$ cat src/rtl/ex_branch_if.sv
// Issue/redirect bundle between the branch reservation station, the branch
// execution unit and fetch.
`ifndef dataWidth
`define dataWidth 32
`endif
`ifndef addrWidth
`define addrWidth 32
`endif
`ifndef newopWidth
`define newopWidth 6
`endif
`ifndef BEQ
`define BEQ  6'h18
`define BNE  6'h19
`define BLT  6'h1C
`define BGE  6'h1D
`define BLTU 6'h1E
`define BGEU 6'h1F
`endif

// Handshake: fetch takes the head result at a rising edge where
// redirect_valid && redirect_ready are both high; while redirect_ready is low
// redirect_valid and the head entry stay stable. The issue side has no back
// pressure: ex_branch_en presents one branch per cycle.
interface ex_branch_if;
    logic                   ex_branch_en;
    logic [`dataWidth-1:0]  exsrc1_in;
    logic [`dataWidth-1:0]  exsrc2_in;
    logic [`addrWidth-1:0]  expc_in;
    logic [`newopWidth-1:0] exaluop_in;
    logic [`dataWidth-1:0]  exoffset_in;
    logic                   redirect_ready;
    logic                   redirect_valid;
    logic [`addrWidth-1:0]  redirect_pc;
    logic                   redirect_taken;

    modport master (
        output ex_branch_en, exsrc1_in, exsrc2_in, expc_in, exaluop_in,
               exoffset_in, redirect_ready,
        input  redirect_valid, redirect_pc, redirect_taken
    );

    modport slave (
        input  ex_branch_en, exsrc1_in, exsrc2_in, expc_in, exaluop_in,
               exoffset_in, redirect_ready,
        output redirect_valid, redirect_pc, redirect_taken
    );
endinterface

$ cat src/rtl/ex_branch.sv
// Branch execution unit: resolves branch condition and next PC, and queues
// {target, taken} results in a small circular FIFO feeding fetch redirects.
`ifndef dataWidth
`define dataWidth 32
`endif
`ifndef addrWidth
`define addrWidth 32
`endif
`ifndef newopWidth
`define newopWidth 6
`endif
`ifndef BEQ
`define BEQ  6'h18
`define BNE  6'h19
`define BLT  6'h1C
`define BGE  6'h1D
`define BLTU 6'h1E
`define BGEU 6'h1F
`endif

module ex_branch #(
    parameter int DEPTH = 2
) (
    input  logic        clk,
    input  logic        rst,
    ex_branch_if.slave  br,
    output logic        resolve_en,
    output logic        queue_full,
    output logic        overflow_err,
    output logic [31:0] branch_cnt,
    output logic [31:0] taken_cnt
);
    localparam int PW = (DEPTH > 1) ? $clog2(DEPTH) : 1;
    localparam int CW = PW + 1;

    logic                  taken_c;
    logic [`addrWidth-1:0] target_c;
    logic                  pop_c;
    logic                  push_c;
    logic                  drop_c;
    logic                  full_c;
    logic                  empty_c;

    logic [PW-1:0]         wptr_q, wptr_d;
    logic [PW-1:0]         rptr_q, rptr_d;
    logic [CW-1:0]         count_q, count_d;
    logic                  resolve_q;
    logic                  overflow_q;
    logic [31:0]           branch_cnt_q;
    logic [31:0]           taken_cnt_q;

    logic [`addrWidth-1:0] tgt_mem [DEPTH];
    logic                  tk_mem  [DEPTH];

    // Branch condition from the resolved operands; unknown opcodes fall through as not-taken.
    always_comb begin
        taken_c = 1'b0;
        case (br.exaluop_in)
            `BEQ:    taken_c = (br.exsrc1_in == br.exsrc2_in);
            `BNE:    taken_c = (br.exsrc1_in != br.exsrc2_in);
            `BLT:    taken_c = ($signed(br.exsrc1_in) <  $signed(br.exsrc2_in));
            `BGE:    taken_c = ($signed(br.exsrc1_in) >= $signed(br.exsrc2_in));
            `BLTU:   taken_c = (br.exsrc1_in <  br.exsrc2_in);
            `BGEU:   taken_c = (br.exsrc1_in >= br.exsrc2_in);
            default: taken_c = 1'b0;
        endcase
    end

    // Next PC, truncated to the address width so wrap-around is silent.
    always_comb begin
        target_c = br.expc_in + `addrWidth'(4);
        if (taken_c) begin
            target_c = br.expc_in + br.exoffset_in[`addrWidth-1:0];
        end
    end

    // Queue control: a pop frees the slot a same-cycle push needs, so a full
    // queue still accepts a branch when fetch is taking the head.
    always_comb begin
        empty_c = (count_q == '0);
        full_c  = (count_q == CW'(DEPTH));
        pop_c   = !empty_c && br.redirect_ready;
        push_c  = br.ex_branch_en && (!full_c || pop_c);
        drop_c  = br.ex_branch_en && full_c && !pop_c;
        wptr_d  = push_c ? wptr_q + 1'b1 : wptr_q;
        rptr_d  = pop_c  ? rptr_q + 1'b1 : rptr_q;
        count_d = count_q;
        if (push_c && !pop_c) begin
            count_d = count_q + 1'b1;
        end else if (pop_c && !push_c) begin
            count_d = count_q - 1'b1;
        end
    end

    // Pointers, occupancy, status flags and statistics counters.
    always_ff @(posedge clk or posedge rst) begin
        if (rst) begin
            wptr_q       <= '0;
            rptr_q       <= '0;
            count_q      <= '0;
            resolve_q    <= 1'b0;
            overflow_q   <= 1'b0;
            branch_cnt_q <= '0;
            taken_cnt_q  <= '0;
        end else begin
            wptr_q    <= wptr_d;
            rptr_q    <= rptr_d;
            count_q   <= count_d;
            resolve_q <= push_c;
            if (drop_c) begin
                overflow_q <= 1'b1;
            end
            if (push_c) begin
                branch_cnt_q <= branch_cnt_q + 32'd1;
                if (taken_c) begin
                    taken_cnt_q <= taken_cnt_q + 32'd1;
                end
            end
        end
    end

    // Entry storage; contents are only observable while counted as occupied,
    // so it needs no reset.
    always_ff @(posedge clk) begin
        if (push_c) begin
            tgt_mem[wptr_q] <= target_c;
            tk_mem[wptr_q]  <= taken_c;
        end
    end

    // Head entry presented to fetch, forced to zero when the queue is empty.
    always_comb begin
        br.redirect_valid = !empty_c;
        br.redirect_pc    = '0;
        br.redirect_taken = 1'b0;
        if (!empty_c) begin
            br.redirect_pc    = tgt_mem[rptr_q];
            br.redirect_taken = tk_mem[rptr_q];
        end
    end

    assign resolve_en   = resolve_q;
    assign queue_full   = full_c;
    assign overflow_err = overflow_q;
    assign branch_cnt   = branch_cnt_q;
    assign taken_cnt    = taken_cnt_q;
endmodule

$ cat src/flat_wrapper.sv
// flat-port wrapper written by rule: the top's interface ports become plain ports
module ex_branch_flat 
#(
    parameter int DEPTH = 2
)
  (clk, rst, resolve_en, queue_full, overflow_err, branch_cnt, taken_cnt, br_ex_branch_en, br_exsrc1_in, br_exsrc2_in, br_expc_in, br_exaluop_in, br_exoffset_in, br_redirect_ready, br_redirect_valid, br_redirect_pc, br_redirect_taken);
  ex_branch_if br_i ();
  input  logic clk;
  input  logic rst;
  output logic resolve_en;
  output logic queue_full;
  output logic overflow_err;
  output logic [31:0] branch_cnt;
  output logic [31:0] taken_cnt;
  input wire logic [$bits(br_i.ex_branch_en)-1:0] br_ex_branch_en;
  input wire logic [$bits(br_i.exsrc1_in)-1:0] br_exsrc1_in;
  input wire logic [$bits(br_i.exsrc2_in)-1:0] br_exsrc2_in;
  input wire logic [$bits(br_i.expc_in)-1:0] br_expc_in;
  input wire logic [$bits(br_i.exaluop_in)-1:0] br_exaluop_in;
  input wire logic [$bits(br_i.exoffset_in)-1:0] br_exoffset_in;
  input wire logic [$bits(br_i.redirect_ready)-1:0] br_redirect_ready;
  output wire logic [$bits(br_i.redirect_valid)-1:0] br_redirect_valid;
  output wire logic [$bits(br_i.redirect_pc)-1:0] br_redirect_pc;
  output wire logic [$bits(br_i.redirect_taken)-1:0] br_redirect_taken;
  assign br_i.ex_branch_en = br_ex_branch_en;
  assign br_i.exsrc1_in = br_exsrc1_in;
  assign br_i.exsrc2_in = br_exsrc2_in;
  assign br_i.expc_in = br_expc_in;
  assign br_i.exaluop_in = br_exaluop_in;
  assign br_i.exoffset_in = br_exoffset_in;
  assign br_i.redirect_ready = br_redirect_ready;
  assign br_redirect_valid = br_i.redirect_valid;
  assign br_redirect_pc = br_i.redirect_pc;
  assign br_redirect_taken = br_i.redirect_taken;
  ex_branch #(.DEPTH(DEPTH)) u_core (.clk(clk), .rst(rst), .br(br_i), .resolve_en(resolve_en), .queue_full(queue_full), .overflow_err(overflow_err), .branch_cnt(branch_cnt), .taken_cnt(taken_cnt));
endmodule
$ cat config.mk
export PLATFORM = sky130hd
export DESIGN_NAME = ex_branch_flat
export DESIGN_NICKNAME = d
export VERILOG_FILES = /design/src/rtl/ex_branch_if.sv /design/src/rtl/ex_branch.sv /design/src/flat_wrapper.sv
export SDC_FILE = /design/constraint.sdc
export NUM_CORES = 1
export LEC_CHECK = 0
export ABC_AREA = 0
export BUFFER_PORTS_ARGS = -buffer_cell sky130_fd_sc_hd__buf_2
export CAP_MARGIN = 20
export CELL_PAD_IN_SITES_DETAIL_PLACEMENT = 1
export CELL_PAD_IN_SITES_GLOBAL_PLACEMENT = 2
export CORE_ASPECT_RATIO = 1.4
export CORE_MARGIN = 2
export CORE_UTILIZATION = 33
export CTS_CLUSTER_DIAMETER = 30
export DETAILED_ROUTE_END_ITERATION = 16
export PLACE_DENSITY = 0.93
export SYNTH_ARGS = -nofsm -noshare
export SYNTH_HDL_FRONTEND = slang
export SYNTH_SLANG_ARGS = --single-unit
$ cat constraint.sdc
create_clock -name clk -period 3.3 [get_ports clk]
set_input_delay 0.33 -clock clk [delete_from_list [all_inputs] [get_ports clk]]
set_output_delay 0.33 -clock clk [all_outputs]
set_load 0.1 [all_outputs]
==> impl_metrics.ini <==
[outcome]
status = finished, violations left
violations = hold timing

[pwr]
ir_drop_mv = 0.489
finalPower_mw = 8.50
power_density_nw_per_um2 = 748
leakage_nw = 5.53

[sta]
setup_tns_ps = 0
period_share_pct = 90.2
skew_ps = 4.60
rsz0062_at_grt = no
slew_violations = 0
hold_viol = 6
fmax_mhz = 336
worstMarginPinSlew_ps = 1060
setup_violations = 0
worst_slack_ps = 324
period_minus_slack_ps = 2980
hold_ws_ps = -4.33
max-slew-margin-rel_pct = 29.5

[routing]
drt-wirelength-per-cell_um = 17.2
firstDrtPassIters = 6
wl_mm = 26.9
drt-initial-drc-count = 275
vias_per_cell = 5.06
ant_nets = 0
drc = 0
vias = 7899

[critical_path]
crit_family = compound AO/OA/AOI/OAI gates
crit_cells = 13
critPathBufInv = 3
endpoint = u_core.taken_cnt[28]$_DFFE_PP0P_
cp-start-kind = input pin
crit_path_end_kind = flip-flop
crit_path_top_delay_cell = o31a_2
r2r_end = u_core.taken_cnt[30]$_DFFE_PP0P_
reg2regPathDepth = 9
cp.arrival_ps = 3320
path_cells = buf_2 > inv_1 > ha_1 > nand4_1 > nor4_2 > o21ai_0 > a31oi_1 > nor3_1 > o21a_1 > o31a_2 > buf_12 > nor4_1 > xor2_1
slowest_delay_ps = 450
critPathKind = in -> reg
path_max_fanout = 44
required_ps = 3650
rr_startpoint = u_core.taken_cnt[4]$_DFFE_PP0P_
crit_start = br_exsrc2_in[15]
r2r_slack_ps = 540

[global_route]
grt_pass1_wl_mm = 42.8
grt.overflow.total = 0
grt_max_degree = 45
first_global_vias = 8380
antenna_found_initial = 1
grt_usage_pct = 19.0

[finish]
fin_area_um2 = 11400
final_nets = 1387
drive_gt1_share_pct = 26.5
fillers = 3188
areaGrowthSynthToFinish_pct = 26.4
final_cell_mix = buf_2 (238), nor2_1 (78), nand2_1 (76), dfrtp_1 (69), ha_1 (67)
final_common_cell = buf_2

[clock_tree]
root_buffer = clkbuf_16
cts_tree = yes
clock_path_buffers = 2
cts.sinks = 136
clkLatencyLatePin_ps = 430
htreeDepth = 4
clk_pin_slew_ps = 60
postCtsSetupBuffers = 0
holdBufCountCts = 0
numCtsBuffers = 17
ctsResizeCount = 0

[yosys]
synth_edf_count = 66
ys_warn_count = 0
ys_types = 59
synthArstFlopShare_pct = 51.5
synthFlopType = dfrtp_1
ys_ff_latch = 136
mappedNetlistArea_um2 = 8990
ys_seq_area_share_pct = 41.5
synth_top_area_share_pct = 22.1
synth_largest_area_cell = edfxtp_1
syn_avg_cell_area_um2 = 9.68
yosys-top-cells-area = edfxtp_1 (22%), dfrtp_1 (19%), ha_1 (9.3%)
syn-num-nets = 1134
netlist_instances = 928

[place]
place_hpwl_mm = 21.5
port_buffers = 238
dpl_worst_slack_ps = -195
place_area_um2 = 10700
gp_congestion = 0.854

[die]
dieWidth_um = 143
rows = 71
initial_utilization_pct = 33.5
pin_count = 239
die_h_um = 199
core_um2 = 26800
die_area_um2 = 28600

[job]
maxCapViolCount = 0

[hold_path]
hold_class = in -> async
==> state kept, by name (all words and copies together), names as in the netlist <==
| register | cells |
|---|---|
| u_core.tgt_mem | 64 |
| u_core.branch_cnt | 32 |
| u_core.taken_cnt | 32 |
| u_core.count_q | 2 |
| u_core.tk_mem | 2 |
| u_core.overflow_err | 1 |
| u_core.resolve_en | 1 |
| u_core.rptr_q | 1 |
| u_core.wptr_q | 1 |
==> how the worst min path moves through the flow <==
stage               startpoint                                end  slack, ps
5_1_grt                    rst   u_core.taken_cnt[26]$_DFFE_PP0P_         40
3_5_place_dp               rst  u_core.branch_cnt[17]$_DFFE_PP0P_        460
3_3_place_gp               rst  u_core.branch_cnt[12]$_DFFE_PP0P_        450
6_report                   rst  u_core.branch_cnt[12]$_DFFE_PP0P_         -4
2_1_floorplan  br_ex_branch_en    u_core.overflow_err$_DFFE_PP0P_        450
4_1_cts                    rst  u_core.branch_cnt[10]$_DFFE_PP0P_          4
==> where the power goes <==
group / internal [mW] / total, mW / switching, mW
clock network: 1.27 / 2.02 / 0.753
logic: 0.809 / 4.14 / 3.34
registers: 2.09 / 2.33 / 0.240
==> area by class of cell <==
class | count | area (µm²) | area share [%]
flip-flops and latches | 136 | 3730 | 32.9
clock buffers | 18 | 429 | 3.78
diodes | 1 | 2.50 | 0.0220
well taps | 365 | 457 | 4.02
multi-input cells | 712 | 4950 | 43.6
repair buffers | 261 | 1390 | 12.2
clock inverters | 14 | 196 | 1.73
inverters | 53 | 199 | 1.75
==> logic make-up after synthesis <==
kind of cell	Yosys count	share of synthesized area, %
flip-flops	136	41.5
multiplexers	37	4.15
adder cells (fa/ha/maj)	68	9.55
XOR/XNOR	112	10.9
buffers and inverters	80	3.56
AND/OR/NAND/NOR	336	18.9
AO/OA/AOI/OAI	159	11.3
==> synthesized netlist by cell type (21+ instances only) <==
master / number
o21ai_0: 35
nand4_1: 21
nor2_1: 80
and3_1: 23
a21oi_1: 46
nand3_1: 49
nor3_1: 25
inv_1: 52
edfxtp_1: 66
xor2_1: 59
dfrtp_1: 70
xnor2_1: 53
nand2_1: 76
mux2i_1: 35
ha_1: 67
==> per-layer routing <==
layer	GRT usage [%]	share of wire, %	up-vias
met5	0	0	-
met2	36.2	54	178
met4	7.08	2.6	0
li1	-	-	3841
met3	2.64	3.4	49
met1	21.1	40	3831
==> through the flow <==
| step | std cells | util [%] |
|---|---|---|
| 3_3_place_gp | 1527 | 40.0 |
| 2_1_floorplan | 928 | - |
| 3_5_place_dp | 1527 | 40.0 |
| 6_report | 1560 | 42.3 |
| 4_1_cts | 1559 | 42.3 |
| 5_1_grt | 1560 | 42.3 |
(Power assumes the default switching activity.)
